[src/rtl/mcd_pkg.sv]
// rtl/mcd_pkg.sv - shared Mega-CD mapper constants and types
package mcd_pkg;

    localparam logic [8:0] REG_IMASK = 9'h032;
    localparam logic [2:0] FC_IACK   = 3'b111;

    typedef enum logic {IRQ_IDLE, IRQ_ACK} irq_state_t;

endpackage

[src/rtl/irq_prio_enc.sv]
// rtl/irq_prio_enc.sv - combinational highest-set-bit encoder, req bit k-1 is level k
module irq_prio_enc #(
    parameter int N = 6
) (
    input  logic [N-1:0] req,
    output logic [2:0]   lvl
);

    always_comb begin
        lvl = 3'd0;
        for (int i = 0; i < N; i++) begin
            if (req[i]) lvl = 3'(i + 1);
        end
    end

endmodule

[src/rtl/sub_irq_ctrl.sv]
// rtl/sub_irq_ctrl.sv - sub-CPU interrupt controller: edge latch, mask, priority, autovector IACK
module sub_irq_ctrl
    import mcd_pkg::*;
#(
    parameter int         N_SRC     = 6,
    parameter logic [8:0] REG_IMASK = mcd_pkg::REG_IMASK
) (
    input  logic             clk_asic,
    input  logic             rst_n,
    input  logic             sub_sync,
    input  logic [14:0]      reg_addr,
    input  logic [15:0]      sub_data,
    input  logic             regs_we_lo_sub,
    input  logic             regs_we_hi_sub,
    input  logic [N_SRC-1:0] irq_src,
    input  logic [2:0]       cpu_fc,
    input  logic             cpu_as_n,
    input  logic [2:0]       cpu_addr,
    output logic [2:0]       ipl_n,
    output logic             vpa_n,
    output logic [15:0]      reg_8032_do
);

    logic [N_SRC-1:0] mask_q, mask_d;
    logic [N_SRC-1:0] pend_q, pend_d;
    logic [N_SRC-1:0] src_q;
    logic [N_SRC-1:0] ack_clr;
    logic [2:0]       ipl_q;
    logic [2:0]       lvl;
    logic             vpa_q, vpa_d;
    logic             iack_go;
    irq_state_t       state_q, state_d;

    logic unused_bits;
    assign unused_bits = ^{sub_data[15:N_SRC+1], sub_data[0], regs_we_hi_sub};

    irq_prio_enc #(.N(N_SRC)) u_prio (
        .req (pend_q),
        .lvl (lvl)
    );

    always_comb begin
        mask_d = mask_q;
        if (regs_we_lo_sub && reg_addr == {6'b0, REG_IMASK}) mask_d = sub_data[N_SRC:1];

        iack_go = (state_q == IRQ_IDLE) && (cpu_fc == FC_IACK) && !cpu_as_n && (cpu_addr != 3'd0);
        for (int k = 0; k < N_SRC; k++) begin
            ack_clr[k] = iack_go && (cpu_addr == 3'(k + 1));
        end

        // Masking with the new mask last makes a same-tick mask clear beat a new rise,
        // while a new rise still beats the acknowledge clear.
        pend_d = ((pend_q & ~ack_clr) | (irq_src & ~src_q)) & mask_d;

        state_d = state_q;
        vpa_d   = vpa_q;
        if (iack_go) begin
            state_d = IRQ_ACK;
            vpa_d   = 1'b0;
        end else if (state_q == IRQ_ACK && cpu_as_n) begin
            state_d = IRQ_IDLE;
            vpa_d   = 1'b1;
        end
    end

    always_ff @(posedge clk_asic or negedge rst_n) begin
        if (!rst_n) begin
            mask_q  <= '0;
            pend_q  <= '0;
            src_q   <= '0;
            ipl_q   <= 3'b111;
            vpa_q   <= 1'b1;
            state_q <= IRQ_IDLE;
        end else if (sub_sync) begin
            mask_q  <= mask_d;
            pend_q  <= pend_d;
            src_q   <= irq_src;
            ipl_q   <= ~lvl;
            vpa_q   <= vpa_d;
            state_q <= state_d;
        end
    end

    assign ipl_n       = ipl_q;
    assign vpa_n       = vpa_q;
    assign reg_8032_do = 16'({mask_q, 1'b0});

endmodule

[config.mk]
export PLATFORM = sky130hd
export DESIGN_NAME = sub_irq_ctrl
export DESIGN_NICKNAME = d
export VERILOG_FILES = /design/src/rtl/mcd_pkg.sv /design/src/rtl/irq_prio_enc.sv /design/src/rtl/sub_irq_ctrl.sv
export SDC_FILE = /design/constraint.sdc
export NUM_CORES = 1
export LEC_CHECK = 0
export CELL_PAD_IN_SITES_DETAIL_PLACEMENT = 0
export CELL_PAD_IN_SITES_GLOBAL_PLACEMENT = 1
export CORE_UTILIZATION = 26
export CTS_BUF_LIST = sky130_fd_sc_hd__clkbuf_4
export CTS_CLUSTER_DIAMETER = 30
export DETAILED_ROUTE_END_ITERATION = 7
export GPL_ROUTABILITY_DRIVEN = 0
export GPL_TIMING_DRIVEN = 1
export PLACE_DENSITY = 0.86
export REMOVE_ABC_BUFFERS = 1
export SLEW_MARGIN = 25
export SYNTH_ARGS = -nofsm -noshare
export SYNTH_HDL_FRONTEND = slang
export SYNTH_HIERARCHICAL = 1
export SYNTH_SLANG_ARGS = --single-unit
[constraint.sdc]
create_clock -name clk_asic -period 1.3 [get_ports clk_asic]
set_input_delay 0.195 -clock clk_asic [delete_from_list [all_inputs] [get_ports clk_asic]]
set_output_delay 0.195 -clock clk_asic [all_outputs]
set_load 0.02 [all_outputs]
* Yosys cells after proc, flatten, opt, wreduce, memory -nomap -nowiden
Cells that the tools add are included.
** Word-level totals
- Input bits :: 49
- Flip-flop bits (word level) :: 23
- Word-level logic and storage cells :: 48
- Output and inout port bits :: 20
** Operators by class
- Eq/ne operators :: 8
- Reductions and logical operators :: 15
- Bitwise gates (word level) :: 8
- Muxes and demuxes :: 11
** Operators by type and width (count)
- $and 6x6->6 :: 3
- $eq 15x6->1 const B :: 1
- $eq 3x3->1 const B :: 4
- $not 6->6 :: 2
- $logic_and 1x1->1 :: 11
- $mux 3 :: 3
- $eq 3x2->1 const B :: 2
- $mux 6 :: 1
- $or 6x6->6 :: 1
- $mux 1 :: 5
- $mux 2 :: 2
- $eq 3x1->1 const B :: 1
- $not 3->3 :: 1
- $reduce_bool 3->1 :: 1
- $reduce_and 2->1 :: 1
- $reduce_bool 2->1 :: 1
- $logic_not 1->1 :: 1
- $not 1->1 :: 1

* Longest topological paths before layout
- Depth in word-level cells :: 9
- Mapped depth :: 4
- Depth with buffers taken out :: 4

* Cells and area by module
Netlist, hierarchy kept.
** By module, submodules not included
- sub_irq_ctrl :: area each 1202.4 sq um, cells each 106, times used 1, seq. area each 580.6 sq um
- irq_prio_enc :: area each 50.0 sq um, cells each 8, times used 1, seq. area each 0.0 sq um

* Worst setup path after synthesis
Ideal clock, no wire load.
- Path type :: input to register
- From :: in reg_addr[0]
- To :: reg pend_q[0]
- Setup time :: 0.123 ns
- Stages :: 4
- Arrival :: 1.449 ns
- Buffers on the path :: 0
- Setup slack :: -0.272 ns
- Required time :: 1.177 ns
- Path through :: or4b_4 nor4_2 nand2_1 o221a_2
** On the way
- Longest elaborated chain between the ends :: 4
** Ends and longest elaborated chain
- start: declaration :: line sub_irq_ctrl.sv:11 : input logic [14:0] reg_addr,
- $eq 15x6->1 :: line sub_irq_ctrl.sv:44 : if (regs_we_lo_sub && reg_addr == {6'b0, REG_IMASK}) mask_d = sub_data[N_SRC:1];
- $logic_and 1x1->1 :: line sub_irq_ctrl.sv:44
- $mux 6 :: line sub_irq_ctrl.sv:44
- $and 6x6->6 :: line sub_irq_ctrl.sv:53 : pend_d = ((pend_q & ~ack_clr) | (irq_src & ~src_q)) & mask_d;
- end signal: assignment :: line sub_irq_ctrl.sv:76 : pend_q <= pend_d;
- end: declaration :: line sub_irq_ctrl.sv:25 : logic [N_SRC-1:0] pend_q, pend_d;
Every way passes these cells.
A chain may end at the register's enable or synchronous reset.

* Final worst setup path
- From :: in reg_addr[6]
- To :: reg mask_q[4]
** On the way
- Longest elaborated chain between the ends :: 3
** Ends and longest elaborated chain
- $eq 15x6->1 :: line sub_irq_ctrl.sv:44
- $logic_and 1x1->1 :: line sub_irq_ctrl.sv:44
- $mux 6 :: line sub_irq_ctrl.sv:44
- end signal: assignment :: line sub_irq_ctrl.sv:75 : mask_q <= mask_d;
- end: declaration :: line sub_irq_ctrl.sv:24 : logic [N_SRC-1:0] mask_q, mask_d;
Every way passes these cells.

==> results.md <==
- The clock-pin slew on the worst setup and hold paths is 0.13 ns.
- Pin placement for this block handled 69 I/O pins.
- The number of nets in the layout is 224.
- The number of synthesized register bits is 23.
- Dividing the detail-routed via count by the number of cells gives 4.71.
- The worst hold margin is 0.216 ns.
- The global routing's busiest layer is met2.
- The share of synthesized area in the top cell type comes to 0.380.
- The final routed wire length divided by cell count is 13.7 um.
- The synthesized area per cell is 11.0 um^2.
- For the finished layout, the period the worst path requires is 1.40 ns.
- STA puts the critical path data arrival time at 1.62 ns.
- The count of cells along the worst register-to-register path is 6.
- The number of antenna violations at the first check in global routing is 0.
- The post-synthesis instance total is 114.
- The quantity of hold-fixing buffers added after cts is 0.
- In the global route stage, overall resource usage came out at 0.131.
- Yosys mapped the design onto 30 distinct sky130hd cell types.
- The compound-gate portion of the synthesized area came to 0.123.
- After synthesis, the share of flip-flops with an asynchronous set or reset is 1.00.
- The initial utilization of the core area, before any placement, comes to 0.278.
- The clock passes through at most 2 buffers.
- CTS saw 23 sinks.
- The kind of end point of the critical path is a register.
- Input and output buffers added on the ports amount to 47.
- The finished cells cover 1950 um^2.
- The number of routed nets with antenna violations is 0.
- The global routing usage on met2 is 0.231.
- Setup violations remaining at the end of the flow were counted as 12.
- Of the total synthesized cell area, the portion taken by full adders, half adders and majority gates is 0.
- The largest total area in the synthesized netlist belongs to sky130_fd_sc_hd__dfrtp_1.
- The Yosys warning count is 6.
- The critical path class is in -> reg.
- TritonCTS built the clock tree.
- The max capacitance violation total is 0.
- Power spread over the standard cell area amounts to 826 nW/um^2.
- The final worst slack is -0.101 ns.
- The total of fill cells in the finished design is 446.
- The path class of the lowest-slack min-delay path is in -> async.
- The count of flip-flops with a built-in enable after synthesis is 0.
- By area the synthesized netlist is led by sky130_fd_sc_hd__dfrtp_1, sky130_fd_sc_hd__mux2_2, sky130_fd_sc_hd__dfstp_2.
- The critical path launch point is reg_addr[6].
- In this run the worst path has a maximum fanout of 6.
- The checks that failed: design-rule violations, negative setup slack.
- The global-route wire length before repair is 5250 um.
- The synthesis-to-layout area growth is 55.7%.
- The die outline area is 5100 um^2.
- The starting DRC count in detailed routing is 45.
- Clock latency on the worst-skew pair, taken at its later pin, is 0.32 ns.
- The floorplan has 24 rows.
- The number of global-route vias before repair is 1126.
- The max-slew violation count is 0.
- The largest family of logic cells by synthesized area is simple AND/OR/NAND/NOR gates.
- For this run, design rule violations remaining after detail routing come to 3.
- Of the total synthesized cell area, the portion taken by XOR and XNOR cells is 0.
- The number of antenna diodes in the final layout is 0.
- For this run, the register share of the synthesized area comes to 0.464.
- Data on the critical path is required at its endpoint by 1.52 ns.
- The number of buffers inserted during clock tree synthesis is 3.
- The first-pass detailed-route iteration total is 6.
- The global-route met1 utilization is 0.167.
- The final number of hold-violating endpoints was 0.
- STA classifies the critical path startpoint as a primary input.
- The portion of netlist area occupied by mux cells is 0.124.
- Detailed placement finished with a half-perimeter wire length of 2240 um.
- Setup repair after global routing could not meet its margin everywhere.
- The flow ran to the end, but the final reports show violations.
- Measured along the x axis, the die boundary spans 71.4 um.
- The most used flip-flop cell after synthesis is sky130_fd_sc_hd__dfrtp_1.
- The synthesized-area fraction occupied by and/or/nand/nor cells is 0.209.
- The tree is rooted in a sky130_fd_sc_hd__clkbuf_4.
- The region available for standard cell placement spans 4500 um^2.
- The worst register-to-register path begins at state_q.
- Entering global routing, the biggest net connects 24 pins.
- The area of the mapped netlist is 1250 um^2.
- The final clock skew is 0.00598 ns.
- After detailed routing, the total wire length is 3090 um.
- The total power draw is 1610 uW.
- The detailed router placed 1064 vias in this run.
- Across the VDD grid, the largest voltage drop is 401 uV.
- For met3 alone, demand over resource in global routing was 0.0352.
- In the finished design, the share of the clock period the worst path needs comes to 1.08.
- The remaining global-route overflow is 0.
- In this run the cell area measured after placement is 1810 um^2.
- Based on the critical path, the design can be clocked at up to 714 MHz.
- In this run the number of H-tree levels came out at 1.
- In the final layout, the share of cells above drive strength 1 is 0.425.
- The vertical die dimension is 71.4 um.
- Summed over all cells, the static leakage comes to 0.000876 uW.
## layout by cell type, fill, tap and decap left out, types with 2 or more instances in the layout
master	count
sky130_fd_sc_hd__a21oi_2	2
sky130_fd_sc_hd__inv_1	4
sky130_fd_sc_hd__nor2_1	8
sky130_fd_sc_hd__clkdlybuf4s50_1	25
sky130_fd_sc_hd__o221a_2	4
sky130_fd_sc_hd__o221a_4	2
sky130_fd_sc_hd__buf_4	9
sky130_fd_sc_hd__dlygate4sd2_1	3
sky130_fd_sc_hd__mux2_2	11
sky130_fd_sc_hd__nand2_1	3
sky130_fd_sc_hd__buf_6	4
sky130_fd_sc_hd__clkdlybuf4s15_1	2
sky130_fd_sc_hd__buf_2	8
sky130_fd_sc_hd__nor2b_1	6
sky130_fd_sc_hd__nor4_4	2
sky130_fd_sc_hd__clkbuf_4	3
sky130_fd_sc_hd__or4b_4	2
sky130_fd_sc_hd__conb_1	10
sky130_fd_sc_hd__nand2_2	2
sky130_fd_sc_hd__a21oi_1	7
sky130_fd_sc_hd__nand2b_1	3
sky130_fd_sc_hd__dfrtp_1	19
sky130_fd_sc_hd__nor4b_4	3
sky130_fd_sc_hd__mux2i_1	2
sky130_fd_sc_hd__nor3_1	2
sky130_fd_sc_hd__dfstp_2	4
sky130_fd_sc_hd__clkbuf_2	7
## Yosys cell counts (all sizes together), types with 4 or more instances
cell	number
o221a	6
a21oi	10
nand2b	4
inv	4
buf	11
nand2	5
nor4b	4
mux2	12
nor2b	6
dfrtp	19
dfstp	4
nor2	9
## path summary, 6_finish.rpt
kind / endpoint / slack, ns
max: mask_q[4] / -0.10
min: src_q[3] / 0.22
max reg2reg: pend_q[3] / -0.05
min reg2reg: ipl_n[1] / 0.48
max in group asynchronous: ipl_n[1] / 0.81
min in group clk_asic: mask_q[3] / 0.46
## routing by layer
| metal | up-vias | wire length [um] |
|---|---|---|
| met3 | 2 | 214 |
| li1 | 517 | - |
| met2 | 46 | 1510 |
| met4 | 0 | 9 |
| met1 | 499 | 1360 |
| met5 | - | 0 |
## critical path: stages
cell,delay (ns)
sky130_fd_sc_hd__buf_6,0.09
sky130_fd_sc_hd__or4b_4,0.57
sky130_fd_sc_hd__nor4_4,0.29
sky130_fd_sc_hd__nand2_2,0.16
sky130_fd_sc_hd__mux2_4,0.32
## logic make-up (layout without fill, tap and decap cells)
kind of cell / count (synthesis) / after routing
flip-flops: 23 / 23
AO/OA/AOI/OAI: 20 / 20
AND/OR/NAND/NOR: 40 / 40
other: 1 / 10
buffers and inverters: 16 / 67
multiplexers: 14 / 14
## what timing repair did
action | CTS | global route
resized for setup | 65 | 26
pin swaps | 7 | 9
setup endpoints to repair | 24 | 18
setup buffers | 1 | 3
cloned | 0 | 0
## cell type report
class | count | area (um^2) | area share
Clock buffer | 3 | 22.5 | 0.0115
Clock inverter | 1 | 7.51 | 0.00385
Inverter | 4 | 15.0 | 0.00770
Multi-Input combinational cell | 84 | 756 | 0.387
Sequential cell | 23 | 581 | 0.298
Tap cell | 52 | 65.1 | 0.0334
Timing Repair Buffer | 59 | 504 | 0.258
## metrics by stage
| stage | setup WS, ns | TNS [ns] | cells | utilization |
|---|---|---|---|---|
| 2_1_floorplan | -0.260 | -3.10 | 111 | - |
| 3_3_place_gp | -0.740 | -9.87 | 218 | 0.402 |
| 3_5_place_dp | -0.787 | -10.42 | 218 | 0.402 |
| 4_1_cts | -0.0954 | -0.708 | 223 | 0.416 |
| 5_1_grt | -0.120 | -1.17 | 226 | 0.433 |
| 6_report | -0.101 | -0.952 | 226 | 0.433 |
## sequential cells by signal, indices dropped and copies added, names as in the netlist
name	cells
src_q	6
mask_q	6
pend_q	6
state_q	1
vpa_n	1
ipl_n	3
## where the power goes
part           leakage, uW  internal (uW)  switching [uW]
logic             0.000571            222             218
registers         0.000291            793            35.8
clock network    0.0000139            118             225
Note: power is estimated with default switching activity, not from simulation.
